===== src/rtl/lion_pkg.sv =====
// Shared types and constants for the lion gate emulator.
// Gate values are packed as {g_one, g_two}.
package lion_pkg;

    localparam int LION_CNT_W = 4;
    localparam int TIMER_W    = 8;

    localparam logic DIR_ENTER = 1'b0;
    localparam logic DIR_EXIT  = 1'b1;

    typedef enum logic [2:0] {
        IDLE  = 3'd0,
        P1    = 3'd1,
        P2    = 3'd2,
        P3    = 3'd3,
        P4    = 3'd4,
        CHECK = 3'd5
    } state_t;

    typedef logic [1:0] gate_t;

    localparam gate_t GATES_OFF = 2'b00;

    // Enter: g_one rises first while g_two is low -> one +1 edge at P1.
    localparam gate_t ENTER_P1 = 2'b10;
    localparam gate_t ENTER_P2 = 2'b11;
    localparam gate_t ENTER_P3 = 2'b01;
    localparam gate_t ENTER_P4 = 2'b00;

    // Exit: g_one rises while g_two is high (ignored), falls with g_two low
    // at P4 -> one -1 edge.
    localparam gate_t EXIT_P1 = 2'b01;
    localparam gate_t EXIT_P2 = 2'b11;
    localparam gate_t EXIT_P3 = 2'b10;
    localparam gate_t EXIT_P4 = 2'b00;

    // Gate pattern driven while in a given state for a given direction.
    function automatic gate_t phase_gates(input logic dir, input state_t st);
        gate_t g;
        g = GATES_OFF;
        case (st)
            P1:      g = (dir == DIR_EXIT) ? EXIT_P1 : ENTER_P1;
            P2:      g = (dir == DIR_EXIT) ? EXIT_P2 : ENTER_P2;
            P3:      g = (dir == DIR_EXIT) ? EXIT_P3 : ENTER_P3;
            P4:      g = (dir == DIR_EXIT) ? EXIT_P4 : ENTER_P4;
            default: g = GATES_OFF;
        endcase
        return g;
    endfunction

    // Successor of a timed phase; P4 hands over to the CHECK cycle.
    function automatic state_t next_phase(input state_t st);
        state_t n;
        n = IDLE;
        case (st)
            P1:      n = P2;
            P2:      n = P3;
            P3:      n = P4;
            P4:      n = CHECK;
            default: n = IDLE;
        endcase
        return n;
    endfunction

endpackage


===== src/rtl/lion_gate_emulator_timer.sv =====
// Phase timer: loadable 8-bit down-counter. 'last' marks the final cycle of
// the current phase (count has reached zero).
module lion_phase_timer
    import lion_pkg::*;
(
    input  logic               clk,
    input  logic               reset,
    input  logic               load,
    input  logic [TIMER_W-1:0] load_value,
    input  logic               dec,
    output logic               last
);

    logic [TIMER_W-1:0] count;

    // Reload on phase entry, otherwise count down to zero and hold there.
    // NOTE: clocked state is written with <= so every register samples the
    // pre-edge values; blocking '=' here would create ordering races.
    always_ff @(posedge clk) begin
        if (reset) begin
            count <= '0;
        end else if (load) begin
            count <= load_value;
        end else if (dec && (count != '0)) begin
            count <= count - TIMER_W'(1);
        end
    end

    assign last = (count == '0);

endmodule


===== src/rtl/lion_gate_emulator.sv =====
// Lion gate emulator: turns enter/exit commands into timed two-gate barrier
// sequences, tracks the expected lion count and flags any disagreement with
// the counter under test.
module lion_gate_emulator
    import lion_pkg::*;
#(
    parameter int PHASE_CYCLES = 4
) (
    input  logic                  clk,
    input  logic                  reset,
    input  logic                  cmd_valid,
    input  logic                  cmd_dir,
    output logic                  cmd_ready,
    output logic                  g_one,
    output logic                  g_two,
    output logic                  busy,
    output logic                  done,
    output logic [LION_CNT_W-1:0] exp_count,
    input  logic [LION_CNT_W-1:0] obs_count,
    output logic                  mismatch
);

    // Timer counts PHASE_CYCLES-1 .. 0, so each phase spans PHASE_CYCLES cycles.
    localparam logic [TIMER_W-1:0]    PHASE_LOAD = TIMER_W'(PHASE_CYCLES - 1);
    localparam logic [LION_CNT_W-1:0] CNT_ONE    = LION_CNT_W'(1);

    state_t state;
    logic   dir;
    logic   accept;
    logic   in_phase;
    logic   timer_load;
    logic   timer_dec;
    logic   timer_last;

    assign cmd_ready = (state == IDLE);
    assign busy      = (state != IDLE);
    assign accept    = cmd_valid && cmd_ready;
    assign in_phase  = (state == P1) || (state == P2) || (state == P3) || (state == P4);

    // Timer control: reload on accept and on every P1..P3 -> next phase step.
    // NOTE: every signal gets a default first so no path leaves it unassigned
    // and no latch is inferred.
    always_comb begin
        timer_load = 1'b0;
        timer_dec  = 1'b0;
        if (accept) begin
            timer_load = 1'b1;
        end else if (in_phase) begin
            timer_dec = 1'b1;
            if (timer_last && (state != P4)) begin
                timer_load = 1'b1;
            end
        end
    end

    lion_phase_timer u_timer (
        .clk        (clk),
        .reset      (reset),
        .load       (timer_load),
        .load_value (PHASE_LOAD),
        .dec        (timer_dec),
        .last       (timer_last)
    );

    // Sequencer FSM with registered gate, done, count and error outputs.
    always_ff @(posedge clk) begin
        if (reset) begin
            state     <= IDLE;
            dir       <= DIR_ENTER;
            g_one     <= 1'b0;
            g_two     <= 1'b0;
            done      <= 1'b0;
            exp_count <= '0;
            mismatch  <= 1'b0;
        end else begin
            done <= 1'b0;
            unique case (state)
                IDLE: begin
                    if (cmd_valid) begin
                        dir            <= cmd_dir;
                        state          <= P1;
                        {g_one, g_two} <= phase_gates(cmd_dir, P1);
                    end
                end
                P1, P2, P3: begin
                    if (timer_last) begin
                        state          <= next_phase(state);
                        {g_one, g_two} <= phase_gates(dir, next_phase(state));
                    end
                end
                P4: begin
                    if (timer_last) begin
                        state          <= CHECK;
                        {g_one, g_two} <= GATES_OFF;
                        done           <= 1'b1;
                        // Count is updated on entry to CHECK; mod-16 wrap is natural.
                        exp_count      <= (dir == DIR_EXIT) ? (exp_count - CNT_ONE)
                                                            : (exp_count + CNT_ONE);
                    end
                end
                CHECK: begin
                    state <= IDLE;
                    if (obs_count != exp_count) begin
                        mismatch <= 1'b1;
                    end
                end
                default: begin
                    state          <= IDLE;
                    {g_one, g_two} <= GATES_OFF;
                end
            endcase
        end
    end

endmodule


===== config.mk =====
export PLATFORM = sky130hd
export DESIGN_NAME = lion_gate_emulator
export DESIGN_NICKNAME = d
export VERILOG_FILES = /design/src/rtl/lion_pkg.sv /design/src/rtl/lion_gate_emulator_timer.sv /design/src/rtl/lion_gate_emulator.sv
export SDC_FILE = /design/constraint.sdc
export NUM_CORES = 1
export LEC_CHECK = 0
export BUFFER_PORTS_ARGS = -buffer_cell sky130_fd_sc_hd__buf_2
export CAP_MARGIN = 10
export CELL_PAD_IN_SITES_DETAIL_PLACEMENT = 0
export CELL_PAD_IN_SITES_GLOBAL_PLACEMENT = 1
export CORE_MARGIN = 1.5
export CORE_UTILIZATION = 37
export DETAILED_ROUTE_END_ITERATION = 8
export PLACE_DENSITY = 0.85
export SETUP_SLACK_MARGIN = 0.2
export SKIP_LAST_GASP = 1
export SLEW_MARGIN = 10
export SYNTH_ARGS = -nofsm -noshare
export SYNTH_HDL_FRONTEND = slang
export SYNTH_SLANG_ARGS = --single-unit

===== constraint.sdc =====
create_clock -name clk -period 2 [get_ports clk]
set_clock_uncertainty 0.15 [all_clocks]
set_input_delay 0.2 -clock clk [delete_from_list [all_inputs] [get_ports clk]]
set_output_delay 0.2 -clock clk [all_outputs]
set_load 0.005 [all_outputs]

==> impl_metrics.toml, run 1 <==
[final_layout]
finalInstanceArea_um2 = 1630
area_growth_pct = 39.8
postLayoutCoreUtil_pct = 53.8
num_antenna_cells = 0
drive_gt1_share_pct = 48.0
fillers = 279
final_nets = 188

[synthesis]
async_reset_ff_share_pct = 0
ys.flop_type = "dfxtp_1"
synth_most_common_cell = "dfxtp_1"
synthTopCellsByCount = "dfxtp_1 (20), a21oi_1 (14), nand2_1 (11)"
synth_edf_count = 0
synth_top_area_share_pct = 34.4
synth_top_cell_by_area = "dfxtp_1"
synth_area_per_cell_um2 = 8.44
postSynthCellCount = 138
ys_ff_latch = 20
synth_seq_area_share_pct = 34.4
ys_warn_count = 0
syn_area_um2 = 1160
synth.area.top_cells = "dfxtp_1 (34%), a21oi_1 (6.0%), xnor2_1 (4.5%)"
synth.net_count = 150
yosysUniqueCellTypes = 44

[placement]
port_buffers = 17
hpwl_um = 2020
place_area_um2 = 1380
place_congestion = 0.872
pre_cts_ws_ns = 0.0352

[timing]
finalHoldViolCount = 1
period_minus_slack_ns = 2.02
max_clock_freq_ghz = 0.496
rsz0062_at_grt = "true"
setup-tns-final_ns = -0.0175
post-route-period-util_pct = 101
slew_violations = 0
worst_slack_ns = -0.0175
hold_ws_ns = -0.00324
setup_viol = 1
max_slew.worst_pin.slew_ns = 0.488
relSlewSlack_pct = 66.6

[floorplanning]
ios = 18
fp.dieW_um = 59.1
fp.dieH_um = 59.1
dieArea_um2 = 3490
rows = 20
initial_core_util_pct = 38.5
core_um2 = 3030

[power]
power.leakage_uw = 0.000655
ir_drop_v = 0.000669
p_clk_share_pct = 11.0
power_per_cell_area_nw_per_um2 = 1380
p_switching_uw = 916
intPower_uw = 1330
seq_power_share_pct = 26.6
switching_share_pct = 40.8
combPwrFrac_pct = 62.4

[worst_setup_path]
worstPathRequired_ns = 2.10
endpoint_kind = "flip-flop"
reg2regPathDepth = 7
cp.arrival_ns = 2.12
cp-start-kind = "flip-flop"
path_class = "reg -> reg"
crit_path_max_fanout = 5

[flow_run]
drv_cap = 0

[grt]
top_usage_layer = "met2"
grt_usage_pct = 17.8
antenna_found_initial = 0
grt_max_degree = 20
grt_pass1_vias = 1071
met2_usage_pct = 28.4
grt_util_met1_pct = 24.0
grt_overflow = 0
use_met3_pct = 2.18
grt_pass1_wl_um = 4700

[routing]
via_per_inst = 5.40
ant_nets = 0
wl_um = 3200
routedWlPerCell_um = 14.6
drc = 0
dr.first_iter.drc_count = 31
firstDrtPassIters = 4
via_count = 1182

[clock_tree]
clock_path_buffers = 2
cts_hold_buf = 0
h-tree-depth = 1
numCtsBuffers = 3
cts.sinks = 20
clkTransAtPathRegs_ns = 0.12
clkLatencyLatePin_ns = 0.31
cts_tree = "done"
root_buffer = "clkbuf_4"

[min_path]
whs_path_depth = 3
hold_path.class = "in -> reg"

[status]
violations = "hold timing, setup timing"
status = "complete, but fails checks"
[final timing paths]
check                                       from                to  slack, ns
worst max register to register  u_timer.count[1]  u_timer.count[4]      -0.02
worst min-delay path                     cmd_dir               dir     -0.003
worst max-delay path            u_timer.count[1]  u_timer.count[4]      -0.02
worst min register to register          mismatch          mismatch       0.34
[power groups by stage]
stage / Clock [uW] / Combinational [uW] / Sequential, uW
3_3_place_gp: 0 / 957 / 589
6_report: 246 / 1400 / 598
2_1_floorplan: 0 / 749 / 577
5_1_grt: 265 / 1510 / 611
3_5_place_dp: 0 / 989 / 595
4_1_cts: 247 / 1130 / 589
[final cells by class]
| cell class | count | area, um^2 | share of cell area (%) |
|---|---|---|---|
| Multi-Input combinational cell | 103 | 816 | 50.1 |
| Inverter | 6 | 25.0 | 1.54 |
| Clock buffer | 4 | 36.3 | 2.23 |
| Tap cell | 44 | 55.1 | 3.38 |
| Sequential cell | 20 | 409 | 25.1 |
| Timing Repair Buffer | 42 | 288 | 17.7 |
[worst max-delay path, cell delays in order (launching register included)]
cell       delay, ns
dfxtp_2         0.36
inv_2           0.05
ha_4            0.15
or3b_4          0.26
buf_4           0.13
o2111ai_4       0.14
or4_1           0.57
a21oi_1         0.14
[sequential cells by signal, indices dropped and copies added, names as in the netlist]
signal         flops
g_two              1
exp_count          4
g_one              1
mismatch           1
done               1
dir                1
u_timer.count      8
state              3
[kinds of logic after synthesis]
group | count (synthesis) | synth area share, %
fa+ha+maj | 4 | 4.94
buf+inv | 15 | 6.12
mux | 1 | 0.967
simple gates | 53 | 25.9
flops | 20 | 34.4
xor+xnor | 8 | 6.02
compound gates | 37 | 21.7
[timing repair]
action	in CTS	in global routing
resized for setup	6	23
buffers inserted	4	9
pin swaps	7	7
setup endpoints to repair	15	18
[layer usage]
metal  vias up  share of wire, %
li1        578                 -
met1       563                44
met2        32                49
met3         9               3.6
met4         0               2.6
met5         -                 0
[cell usage in the layout (no fill, tap or decap), drive strengths merged, types with 2 or more instances in the layout]
| cell | Yosys | final |
|---|---|---|
| buf | 3 | 42 |
| dfxtp | 20 | 20 |
| a21oi | 14 | 14 |
| nand2 | 11 | 11 |
| nor2 | 9 | 9 |
| nor3 | 7 | 7 |
| xnor2 | 6 | 6 |
| inv | 6 | 6 |
| o21ai | 5 | 5 |
| or3 | 5 | 5 |
| nand3 | 4 | 4 |
| or3b | 4 | 4 |
| clkbuf | 6 | 4 |
| o31ai | 3 | 3 |
| or2 | 3 | 3 |
| or4 | 3 | 3 |
| ha | 3 | 3 |
| a32o | 2 | 2 |
| a21o | 2 | 2 |
| xor2 | 2 | 2 |
[metrics by stage]
stage / power [uW] / hold WS (ns) / std cells
finish: 2250 / -0.00324 / 219
global route: 2380 / 0.00915 / 219
CTS: 1960 / 0.00200 / 210
detailed placement: 1580 / 0.310 / 202
global placement: 1550 / 0.302 / 202
floorplan: 1330 / 0.198 / 138
(Power assumes the default switching activity.)
==> run 2: changes to the inputs <==
- GPL_TIMING_DRIVEN: default -> 0
==> run 2 against run 1 <==
Against the previous run: the flow finishes with violations (setup timing); die area did not move; routed wire length shrank 8.8%; via count decreased by 2.9%; worst hold slack improved by 0.039 ns; non-clock buffer count shrank 2; global-route usage shrank 0.13 points.
==> impl_metrics.toml, run 2 (synthesis gave the netlist of run 1 again) <==
[status]
status = "complete, but fails checks"
violations = "setup timing"

[floorplanning]
fp.dieW_um = 59.1
dieArea_um2 = 3490
core_um2 = 3030
rows = 20
ios = 18
initial_core_util_pct = 38.5
fp.dieH_um = 59.1

[routing]
wl_um = 2920
drc = 0
via_count = 1148
via_per_inst = 5.29
ant_nets = 0
routedWlPerCell_um = 13.4
dr.first_iter.drc_count = 31
firstDrtPassIters = 4

[final_layout]
finalInstanceArea_um2 = 1580
largest_reg_flops = 8
area_growth_pct = 36.0
layout.cells.non_filler = 217
layout_common_cells = "buf_2 (17), dfxtp_1 (14), nand2_1 (10)"
postLayoutCoreUtil_pct = 52.3
reg_top3 = "u_timer.count (8), exp_count (4), state (3)"
seq_area_um2 = 410
drive_gt1_share_pct = 41.6
final_nets = 186
final_common_cell = "buf_2"
multi_input_area_um2 = 785
num_antenna_cells = 0
fillers = 277
largest_register = "u_timer.count"

[power]
power.leakage_uw = 0.000635
ir_drop_v = 0.000583
p_switching_uw = 897
power_per_cell_area_nw_per_um2 = 1420
seq_power_share_pct = 26.4
combPwrFrac_pct = 62.7
switching_share_pct = 39.9
intPower_uw = 1350
p_clk_share_pct = 11.0

[flow_run]
drv_cap = 0

[worst_setup_path]
path_class = "reg -> reg"
crit_path_max_fanout = 4
crit_chain = "inv_2 -> ha_4 -> or3b_4 -> buf_8 -> or3_4 -> a221oi_2 -> o311ai_1"
max_stage_delay_ns = 0.40
cp-start-kind = "flip-flop"
path_delay_family = "simple AND/OR/NAND/NOR gates"
endpoint_kind = "flip-flop"
worstPathRequired_ns = 2.03
cp.arrival_ns = 2.15
critical_path_buf_inv_count = 2
cp_slowest_cell = "or3_4"

[timing]
worst_slack_ns = -0.110
rsz0062_at_grt = "true"
setup_viol = 14
slew_violations = 0
relSlewSlack_pct = 64.6
hold_ws_ns = 0.0360
max_slew.worst_pin.slew_ns = 0.531
finalHoldViolCount = 0
period_minus_slack_ns = 2.11
max_clock_freq_ghz = 0.474
post-route-period-util_pct = 106

[clock_tree]
cts_tree = "done"
clock_path_buffers = 2
cts.sinks = 20
clkLatencyLatePin_ns = 0.30
root_buffer = "clkbuf_4"
h-tree-depth = 1
numCtsBuffers = 3
clkTransAtPathRegs_ns = 0.13

[placement]
place_area_um2 = 1340
hpwl_um = 1950
dpl.cell_count = 198
port_buffers = 16
place_congestion = 0.850

[grt]
met2_usage_pct = 30.5
top_usage_layer = "met2"
grt_pass1_wl_um = 4740
antenna_found_initial = 0
grt_overflow = 0
grt_pass1_vias = 1104
grt_usage_pct = 17.6
grt_util_met1_pct = 22.8
use_met3_pct = 1.97
grt_max_degree = 12

[min_path]
hold_path.class = "in -> reg"
## run 2: cell types whose count changed in the layout (fill, tap and decap cells not counted), sizes merged
cell	before	now
buf	42	35
dlygate4sd3	0	1
clkbuf	4	8
## run 2: path summary, 6_finish.rpt
check / startpoint / endpoint / slack [ns] / cells after the start
worst max-delay path: u_timer.count[1] / exp_count[3] / -0.11 / 7
worst min-delay path: cmd_valid / dir / 0.04 / 3
worst max register to register: u_timer.count[1] / exp_count[3] / -0.11 / 7
worst min register to register: u_timer.count[0] / u_timer.count[0] / 0.33 / 2
## run 2: worst reg2reg max path: cells and delay by family, from the launching register on
family / cells / cell delay (ns)
compound gates: 2 / 0.37
fa+ha+maj: 1 / 0.14
buf+inv: 2 / 0.22
flops: 1 / 0.35
simple gates: 2 / 0.78
## run 2: layer usage
| layer | vias to the layer above | share of wire (%) |
|---|---|---|
| met2 | 19 | 51 |
| met3 | 4 | 2.7 |
| met4 | 0 | 1.2 |
| met5 | - | 0 |
| met1 | 554 | 46 |
| li1 | 571 | - |
## run 2: power groups by stage
stage	Clock [uW]	Combinational, uW	Sequential (uW)
finish	247	1410	593
global route	274	1530	606
CTS	254	1240	582
detailed placement	0	954	596
global placement	0	929	590
floorplan	0	749	577
## run 2: area by class of cell
class / instances / area share, %
multi-input combinational: 103 / 49.5
sequential: 20 / 25.9
timing repair buffer: 31 / 13.5
buffer: 9 / 3.87
tap: 44 / 3.48
clock buffer: 4 / 2.29
inverter: 6 / 1.42
## run 2: through the flow
step	total power (uW)	TNS [ns]	setup WS (ns)
finish	2250	-0.474	-0.110
global route	2410	-1.55	-0.161
CTS	2080	-0.736	-0.120
detailed placement	1550	-0.118	-0.105
global placement	1520	-0.0892	-0.0776
floorplan	1330	0	0.00865
## run 2: timing repair
item                                    in CTS  in global routing
hold endpoints to repair                     1                  0
endpoints found under the setup margin      16                 18
pin swaps                                    8                 10
setup buffers                               12                  2
hold buffers                                 1                  0
resized for setup                            9                 17
